`src/rtl/vga_rx_pkg.sv`:
```
// Shared definitions for the VGA receive decoder: 640x480@60 timing, lock-FSM
// encoding, the recovered-pixel payload and reference RGB565 colours.
package vga_rx_pkg;

  localparam int unsigned CNT_W = 10;
  localparam int unsigned RGB_W = 16;

  localparam logic [CNT_W-1:0] H_SYNC  = 10'd96;
  localparam logic [CNT_W-1:0] H_BACK  = 10'd48;
  localparam logic [CNT_W-1:0] H_VALID = 10'd640;
  localparam logic [CNT_W-1:0] H_TOTAL = 10'd800;
  localparam logic [CNT_W-1:0] V_SYNC  = 10'd2;
  localparam logic [CNT_W-1:0] V_BACK  = 10'd33;
  localparam logic [CNT_W-1:0] V_VALID = 10'd480;
  localparam logic [CNT_W-1:0] V_TOTAL = 10'd525;

  localparam logic [CNT_W-1:0] H_ACT_START = CNT_W'(H_SYNC + H_BACK);
  localparam logic [CNT_W-1:0] H_ACT_END   = CNT_W'(H_SYNC + H_BACK + H_VALID - 10'd1);
  localparam logic [CNT_W-1:0] V_ACT_START = CNT_W'(V_SYNC + V_BACK);
  localparam logic [CNT_W-1:0] V_ACT_END   = CNT_W'(V_SYNC + V_BACK + V_VALID - 10'd1);

  typedef enum logic [1:0] {
    UNLOCKED = 2'd0,
    ACQUIRE  = 2'd1,
    LOCKED   = 2'd2
  } state_e;

  typedef struct packed {
    logic             valid;
    logic             sof;
    logic [CNT_W-1:0] x;
    logic [CNT_W-1:0] y;
    logic [RGB_W-1:0] data;
  } pix_t;

  localparam logic [RGB_W-1:0] RGB_BLACK  = 16'h0000;
  localparam logic [RGB_W-1:0] RGB_RED    = 16'hF800;
  localparam logic [RGB_W-1:0] RGB_ORANGE = 16'hFC00;
  localparam logic [RGB_W-1:0] RGB_WHITE  = 16'hFFFF;

endpackage

```
`src/rtl/vga_sync_edge.sv`:
```
// Registers one sync line, normalises its polarity and flags a leading edge
// relative to the level captured at the last smp_i strobe.
module vga_sync_edge #(
  parameter logic POL = 1'b1
) (
  input  logic clk_i,
  input  logic rst_ni,
  input  logic sync_i,
  input  logic smp_i,
  output logic lead_edge_c_o
);
  import vga_rx_pkg::*;

  logic lvl_q;
  logic prev_q;

  // smp_i tied high gives a plain clock-to-clock edge; strobed, it compares
  // against the level seen at the previous strobe.
  always_ff @(posedge clk_i or negedge rst_ni) begin
    if (!rst_ni) begin
      lvl_q  <= 1'b0;
      prev_q <= 1'b0;
    end else begin
      lvl_q <= (sync_i == POL);
      if (smp_i) prev_q <= lvl_q;
    end
  end

  assign lead_edge_c_o = lvl_q & ~prev_q;

endmodule

```
`src/rtl/vga_rx_decoder.sv`:
```
// VGA sink: recovers pixel coordinates and colour from a raw sync/RGB565
// stream, tracks timing lock and pulses timing_err on violations while locked.
module vga_rx_decoder #(
  parameter logic [9:0] H_SYNC   = 10'd96,
  parameter logic [9:0] H_BACK   = 10'd48,
  parameter logic [9:0] H_VALID  = 10'd640,
  parameter logic [9:0] H_TOTAL  = 10'd800,
  parameter logic [9:0] V_SYNC   = 10'd2,
  parameter logic [9:0] V_BACK   = 10'd33,
  parameter logic [9:0] V_VALID  = 10'd480,
  parameter logic [9:0] V_TOTAL  = 10'd525,
  parameter logic       SYNC_POL = 1'b1
) (
  input  logic                           vga_clk,
  input  logic                           sys_rst_n,
  input  logic                           hsync,
  input  logic                           vsync,
  input  logic [vga_rx_pkg::RGB_W-1:0]   rgb,
  output logic                           pix_valid,
  output logic [vga_rx_pkg::CNT_W-1:0]   pix_x,
  output logic [vga_rx_pkg::CNT_W-1:0]   pix_y,
  output logic [vga_rx_pkg::RGB_W-1:0]   pix_data,
  output logic                           frame_start,
  output logic                           locked,
  output logic                           timing_err
);
  import vga_rx_pkg::*;

  localparam logic [CNT_W-1:0] H_ACT_LO = CNT_W'(H_SYNC + H_BACK);
  localparam logic [CNT_W-1:0] H_ACT_HI = CNT_W'(H_SYNC + H_BACK + H_VALID - 10'd1);
  localparam logic [CNT_W-1:0] V_ACT_LO = CNT_W'(V_SYNC + V_BACK);
  localparam logic [CNT_W-1:0] V_ACT_HI = CNT_W'(V_SYNC + V_BACK + V_VALID - 10'd1);
  localparam logic [CNT_W-1:0] H_LAST   = CNT_W'(H_TOTAL - 10'd1);
  localparam logic [CNT_W-1:0] V_LAST   = CNT_W'(V_TOTAL - 10'd1);

  logic             hs_edge_c;
  logic             vs_edge_c;
  logic             fs_c;
  logic             early_c;
  logic             ovf_c;
  logic             vbad_c;
  logic             err_c;
  logic             act_c;
  logic             lock_nx_c;
  logic [RGB_W-1:0] rgb_s1_q;
  logic [RGB_W-1:0] rgb_s2_q;
  logic [CNT_W-1:0] h_q, h_d;
  logic [CNT_W-1:0] v_q, v_d;
  state_e           state_q;
  logic             locked_q;
  logic             terr_q;
  pix_t             pix_q, pix_d;

  vga_sync_edge #(.POL(SYNC_POL)) u_hs_edge (
    .clk_i         (vga_clk),
    .rst_ni        (sys_rst_n),
    .sync_i        (hsync),
    .smp_i         (1'b1),
    .lead_edge_c_o (hs_edge_c)
  );

  // vsync is judged against its level at the previous hsync edge.
  vga_sync_edge #(.POL(SYNC_POL)) u_vs_edge (
    .clk_i         (vga_clk),
    .rst_ni        (sys_rst_n),
    .sync_i        (vsync),
    .smp_i         (hs_edge_c),
    .lead_edge_c_o (vs_edge_c)
  );

  always_comb begin
    fs_c    = hs_edge_c & vs_edge_c;
    early_c = hs_edge_c && (h_q < H_LAST);
    ovf_c   = !hs_edge_c && (h_q == H_LAST);
    vbad_c  = fs_c && (v_q != V_LAST);
    err_c   = early_c | ovf_c | vbad_c;

    // h saturates at H_TOTAL after a missing edge instead of wrapping.
    h_d = hs_edge_c ? '0 : ((h_q == H_TOTAL) ? h_q : h_q + 10'd1);
    v_d = v_q;
    if (fs_c)           v_d = '0;
    else if (hs_edge_c) v_d = v_q + 10'd1;

    lock_nx_c = !err_c && ((state_q == LOCKED) || ((state_q == ACQUIRE) && fs_c));

    act_c = (h_q >= H_ACT_LO) && (h_q <= H_ACT_HI) &&
            (v_q >= V_ACT_LO) && (v_q <= V_ACT_HI);

    pix_d = '0;
    if (act_c) begin
      pix_d.x     = h_q - H_ACT_LO;
      pix_d.y     = v_q - V_ACT_LO;
      pix_d.data  = rgb_s2_q;
      pix_d.valid = lock_nx_c;
      pix_d.sof   = lock_nx_c && (h_q == H_ACT_LO) && (v_q == V_ACT_LO);
    end
  end

  // Datapath: rgb is delayed twice so it lines up with h_q/v_q.
  always_ff @(posedge vga_clk or negedge sys_rst_n) begin
    if (!sys_rst_n) begin
      rgb_s1_q <= '0;
      rgb_s2_q <= '0;
      h_q      <= '0;
      v_q      <= '0;
      pix_q    <= '0;
    end else begin
      rgb_s1_q <= rgb;
      rgb_s2_q <= rgb_s1_q;
      h_q      <= h_d;
      v_q      <= v_d;
      pix_q    <= pix_d;
    end
  end

  // Lock FSM; errors seen during ACQUIRE fall back silently.
  always_ff @(posedge vga_clk or negedge sys_rst_n) begin
    if (!sys_rst_n) begin
      state_q  <= UNLOCKED;
      locked_q <= 1'b0;
      terr_q   <= 1'b0;
    end else begin
      terr_q   <= 1'b0;
      locked_q <= lock_nx_c;
      unique case (state_q)
        UNLOCKED: if (fs_c) state_q <= ACQUIRE;
        ACQUIRE: begin
          if (err_c)     state_q <= UNLOCKED;
          else if (fs_c) state_q <= LOCKED;
        end
        LOCKED: begin
          if (err_c) begin
            state_q <= UNLOCKED;
            terr_q  <= 1'b1;
          end
        end
        default: state_q <= UNLOCKED;
      endcase
    end
  end

  assign pix_valid   = pix_q.valid;
  assign frame_start = pix_q.sof;
  assign pix_x       = pix_q.x;
  assign pix_y       = pix_q.y;
  assign pix_data    = pix_q.data;
  assign locked      = locked_q;
  assign timing_err  = terr_q;

endmodule

```
`config.mk`:
```
export PLATFORM = sky130hd
export DESIGN_NAME = vga_rx_decoder
export DESIGN_NICKNAME = d
export VERILOG_FILES = /design/src/rtl/vga_rx_pkg.sv /design/src/rtl/vga_sync_edge.sv /design/src/rtl/vga_rx_decoder.sv
export SDC_FILE = /design/constraint.sdc
export NUM_CORES = 1
export LEC_CHECK = 0
export BUFFER_PORTS_ARGS = -buffer_cell sky130_fd_sc_hd__buf_2
export CAP_MARGIN = 10
export CORE_MARGIN = 1.5
export CORE_UTILIZATION = 35
export DETAILED_ROUTE_END_ITERATION = 16
export GPL_TIMING_DRIVEN = 0
export HOLD_SLACK_MARGIN = 0.03
export PLACE_DENSITY = 0.51
export REMOVE_ABC_BUFFERS = 1
export SLEW_MARGIN = 20
export SYNTH_ARGS = -nofsm -noshare
export SYNTH_HDL_FRONTEND = slang
export SYNTH_SLANG_ARGS = --single-unit
```
`constraint.sdc`:
```
create_clock -name vga_clk -period 5.5 [get_ports vga_clk]
set_input_delay 0.275 -clock vga_clk [delete_from_list [all_inputs] [get_ports vga_clk]]
set_output_delay 0.275 -clock vga_clk [all_outputs]
set_load 0.1 [all_outputs]
```
# Yosys cells after proc, flatten, opt, wreduce, memory -nomap -nowiden
# Index checks and enable logic that the tools add are counted.
# op_classes
reduce_logical,16
add_sub_neg,4
bitwise_logic,7
order_cmp,5
muxes,12
n_eq_ne,11
# ops
cell,n
two-way mux 10 bit,4
two-way mux 38 bit,1
adder 10 x 1 -> 10 bit (second input constant),2
== test 10 bit (second input constant),2
<= comparator 10 bit (second input constant),2
== test 10 x 6 -> 1 bit (second input constant),1
== test 10 x 8 -> 1 bit (second input constant),1
greater-or-equal comparator 10 x 6 -> 1 bit (second input constant),1
greater-or-equal comparator 10 x 8 -> 1 bit (second input constant),1
logical AND 1 bit,10
< comparator 10 bit (second input constant),1
inequality test 10 bit (second input constant),1
subtractor 10 x 6 -> 10 bit (second input constant),1
subtractor 10 x 8 -> 10 bit (second input constant),1
two-way mux 2 bit,4
inequality test 2 bit (second input constant),3
case mux 2 bit (3 select lines),1
bitwise AND 1 bit,3
inequality test 3 bit (second input constant),1
AND reduction 3 bit,1
== test 2 x 1 -> 1 bit (second input constant),1
== test 2 bit (second input constant),1
zero test 1 bit,2
zero test 2 bit,1
other kinds (5),8
# totals
wordCells,71
inputBits,20
reg_bits,98

# Longest topological paths before layout
# depth
depth_word,11
mapped_depth,9

# By module
# From an unflattened synthesis, not the netlist that was laid out.
# unflattened
cells_unflattened,302
area_unflattened_um2,3774.9
# by_module_without_submodules
module,area_each_um2,seq_area_each_um2,instances,cells_each
vga_rx_decoder,3632.2,2352.3,1,294
vga_sync_edge,71.3,50.0,2,4

# Worst setup path before layout
# No wires, ideal clock.
# synth_path
path_type,register to register
from,register h_q[4]
to,"register pix_q, in the netlist pix_y[6]"
path_slack_ps,3555
path_stages_with_launch,10
path_buffers,3
t_arrival_ps,1822
synth_period_minus_slack_ps,1945
cell_sequence,dfrtp_1 clkbuf_1 inv_1 ha_1 nor3b_1 a221oi_2 a221o_1 buf_6 buf_12 nor2_4
# synth_rtl
element,line_no,source
start: declaration,vga_rx_decoder.sv:47,"logic [CNT_W-1:0] h_q, h_d;"
start signal: assignment,vga_rx_decoder.sv:104,h_q <= '0;
start signal: assignment,vga_rx_decoder.sv:110,h_q <= h_d;
end signal: assignment,vga_rx_decoder.sv:112,pix_q <= pix_d;
end: declaration,vga_rx_decoder.sv:52,"pix_t pix_q, pix_d;"

==> qor.txt <==
min-delay worst type = register to register
DR WL/cell = 13.2 um
WHS Path Cells = 0
YS warnings = 0
Core ar. = 10800 sq um
Seq/Total Area, Yosys = 63.1%
leading area contributor after synthesis = dfrtp_1
Max Freq = 383 MHz
Sum Neg Setup Slack = 0 ns
All-Layer GR Usage = 13.2%
Synth area leaders = dfrtp_1 63%, and2_1 3.5%, ha_1 3.2%
Initial Util = 35.9%
commonest non-fill, non-tap cell in the layout = dfrtp_1
Arrival @ worst endpoint = 2.80 ns
synth unique cells = 50
crit path kind = register to register
cell area after synthesis = 3890 sq um
post-CTS setup buffers = 0
clock sink total = 98
GRT overflow = 0
worst slew pin tran = 1.10 ns
Crit Path Max Fanout = 18
syn_area_per_cell = 12.8 sq um
CTS buffer count = 9
vias = 2334
setup repair after global routing missed its margin = no
Min Hold Slack = 0.355 ns
status = finished, final reports clean
Rows = 38
clock buffer depth = 2
CP Capture Type = register
initial drt markers = 128
Pwr Total = 0.00142 W
area delta synth->final = 19.9%
nets@finish = 406
most frequent cells in the layout = 98 x dfrtp_1, 58 x buf_2, 26 x nor2_1
port bufs = 59
fin crit period = 2.61 ns
clock slew at reported path FFs = 0.08 ns
routability cong. = 0.767
Final Setup Violations = 0
fin crit share = 47.5%
DIE WIDTH = 108 um
largest net degree at the start of global routing = 57
Peak supply drop = 0.000129 V
number of global-route vias before repair = 2394
number of remaining DRC errors = 0
ANT cells = 0
first-pass GRT wire length = 11.8 mm
Syn Inst Count = 304
Final Hold Viols = 0
reg2reg start = v_q[0]
die area = 11800 sq um
1st-pass router iterations = 4
Crit. Startpoint = v_q[0]
synthesis-stage register bit count = 98
initial antenna violation count = 0
share of layout cells above drive strength 1 = 25.2%
Clk Tree Root Cell = clkbuf_8
number of flops mapped to enable cells by yosys = 0
Vias per Instance = 4.48
htree depth = 3
number of max-cap violations = 0
reg2reg path depth = 5
Min-Delay Startpoint = rgb_s1_q[1]
Static Leakage = 2.33 nW
max-slew violation count = 0
Slew HR = 26.8%
top cell type's share of synthesized area = 63.1%
Synth Flop Type = dfrtp_1
die height = 108 um
later-pin clock latency in the skew report = 0.36 ns
Worst Setup Start Kind = register
CTS tree = done
Ports = 60
Routed Wire Length = 6.87 mm
required time of the critical path = 5.68 ns
Pwr Density = 306 nW/um^2
worst clock skew = 0.00829 ns
Detail Route Antenna Nets = 0
fraction of registers with async set/reset = 100%
dpl hpwl = 4.59 mm
==> final timing paths <==
| kind | to | slack (ns) |
|---|---|---|
| worst max-delay path | pix_x[6] | 2.89 |
| worst min-delay path | rgb_s2_q[1] | 0.35 |
| min in group asynchronous | pix_data[0] | 0.39 |
| worst min register to register | rgb_s2_q[1] | 0.35 |
| max in group asynchronous | state_q[0] | 4.52 |
| worst max register to register | pix_x[6] | 2.89 |
==> flip-flops by register name, summed over array words and instances, names as in the netlist, 2 cells and up <==
| name | flops |
|---|---|
| pix_data | 16 |
| rgb_s1_q | 16 |
| rgb_s2_q | 16 |
| h_q | 10 |
| pix_x | 10 |
| pix_y | 10 |
| v_q | 10 |
| state_q | 2 |
==> through the flow <==
step / util (%) / std cells / area, sq um / setup WS, ns
6_report: 43.0 / 521 / 4660 / 2.89
5_1_grt: 43.0 / 521 / 4660 / 2.65
4_1_cts: 43.0 / 521 / 4660 / 2.84
3_5_place_dp: 39.4 / 486 / 4270 / 2.86
3_3_place_gp: 39.1 / 485 / 4230 / 2.85
2_1_floorplan: - / 286 / 3760 / 3.28
==> final cells by class <==
type,instances,area (sq um)
Clock buffer,11,141
Clock inverter,5,61.3
Fill cell,1029,6180
Inverter,6,22.5
Multi-Input combinational cell,182,1290
Sequential cell,98,2450
Tap cell,140,175
Timing Repair Buffer,79,519
==> cells by family after synthesis <==
kind of cell	share of synthesized area, %
AOI/OAI and AO/OA	5.63
xor gates and xnor gates	5.41
adders and majority gates	3.22
buffers and inverters	3.80
DFF	63.1
muxes	0.257
and+or+nand+nor	18.6
==> worst max-delay path, cell delays in order, from the launching register on <==
cell,delay [ns]
dfrtp_1,0.48
ha_1,0.38
o41ai_4,0.35
a21o_2,0.23
a221o_1,0.89
a21oi_1,0.11
==> Yosys cell counts (2+ instances only) <==
library cell	count
dfrtp_1	98
nor2_1	26
and2_1	22
nand2_1	16
xnor2_1	12
xor2_1	12
a21oi_1	10
ha_1	10
nand4_1	8
buf_2	6
inv_1	6
nand3_1	6
clkbuf_1	5
nand2b_1	5
nor2_2	5
nor2_4	5
nor2b_1	5
buf_4	3
buf_6	3
nor3_1	3
or3_1	3
and3_1	2
nand4b_1	2
nor3_2	2
nor4_1	2
o211ai_1	2
o21ai_0	2
==> metal layers <==
layer  global-route usage, %  vias to the layer above  share of wire (%)
met4                    7.61                        0                2.3
li1                        -                     1154                  -
met2                    18.5                       43                 44
met3                    2.29                       10                3.4
met5                       0                        -                  0
met1                    19.0                     1127                 50
==> what timing repair did <==
item,CTS,global route
hold endpoints to repair,60,0
hold buffers,19,0
endpoints found under the setup margin,0,0
gates resized for setup,0,0
==> power by group <==
group	leakage, nW	switching, W	internal (W)
clock	0.104	0.000238	0.000226
sequential	1.28	0.0000508	0.000754
combinational	0.945	0.0000820	0.0000734
total	2.33	0.000371	0.00105
(Power assumes the default switching activity.)
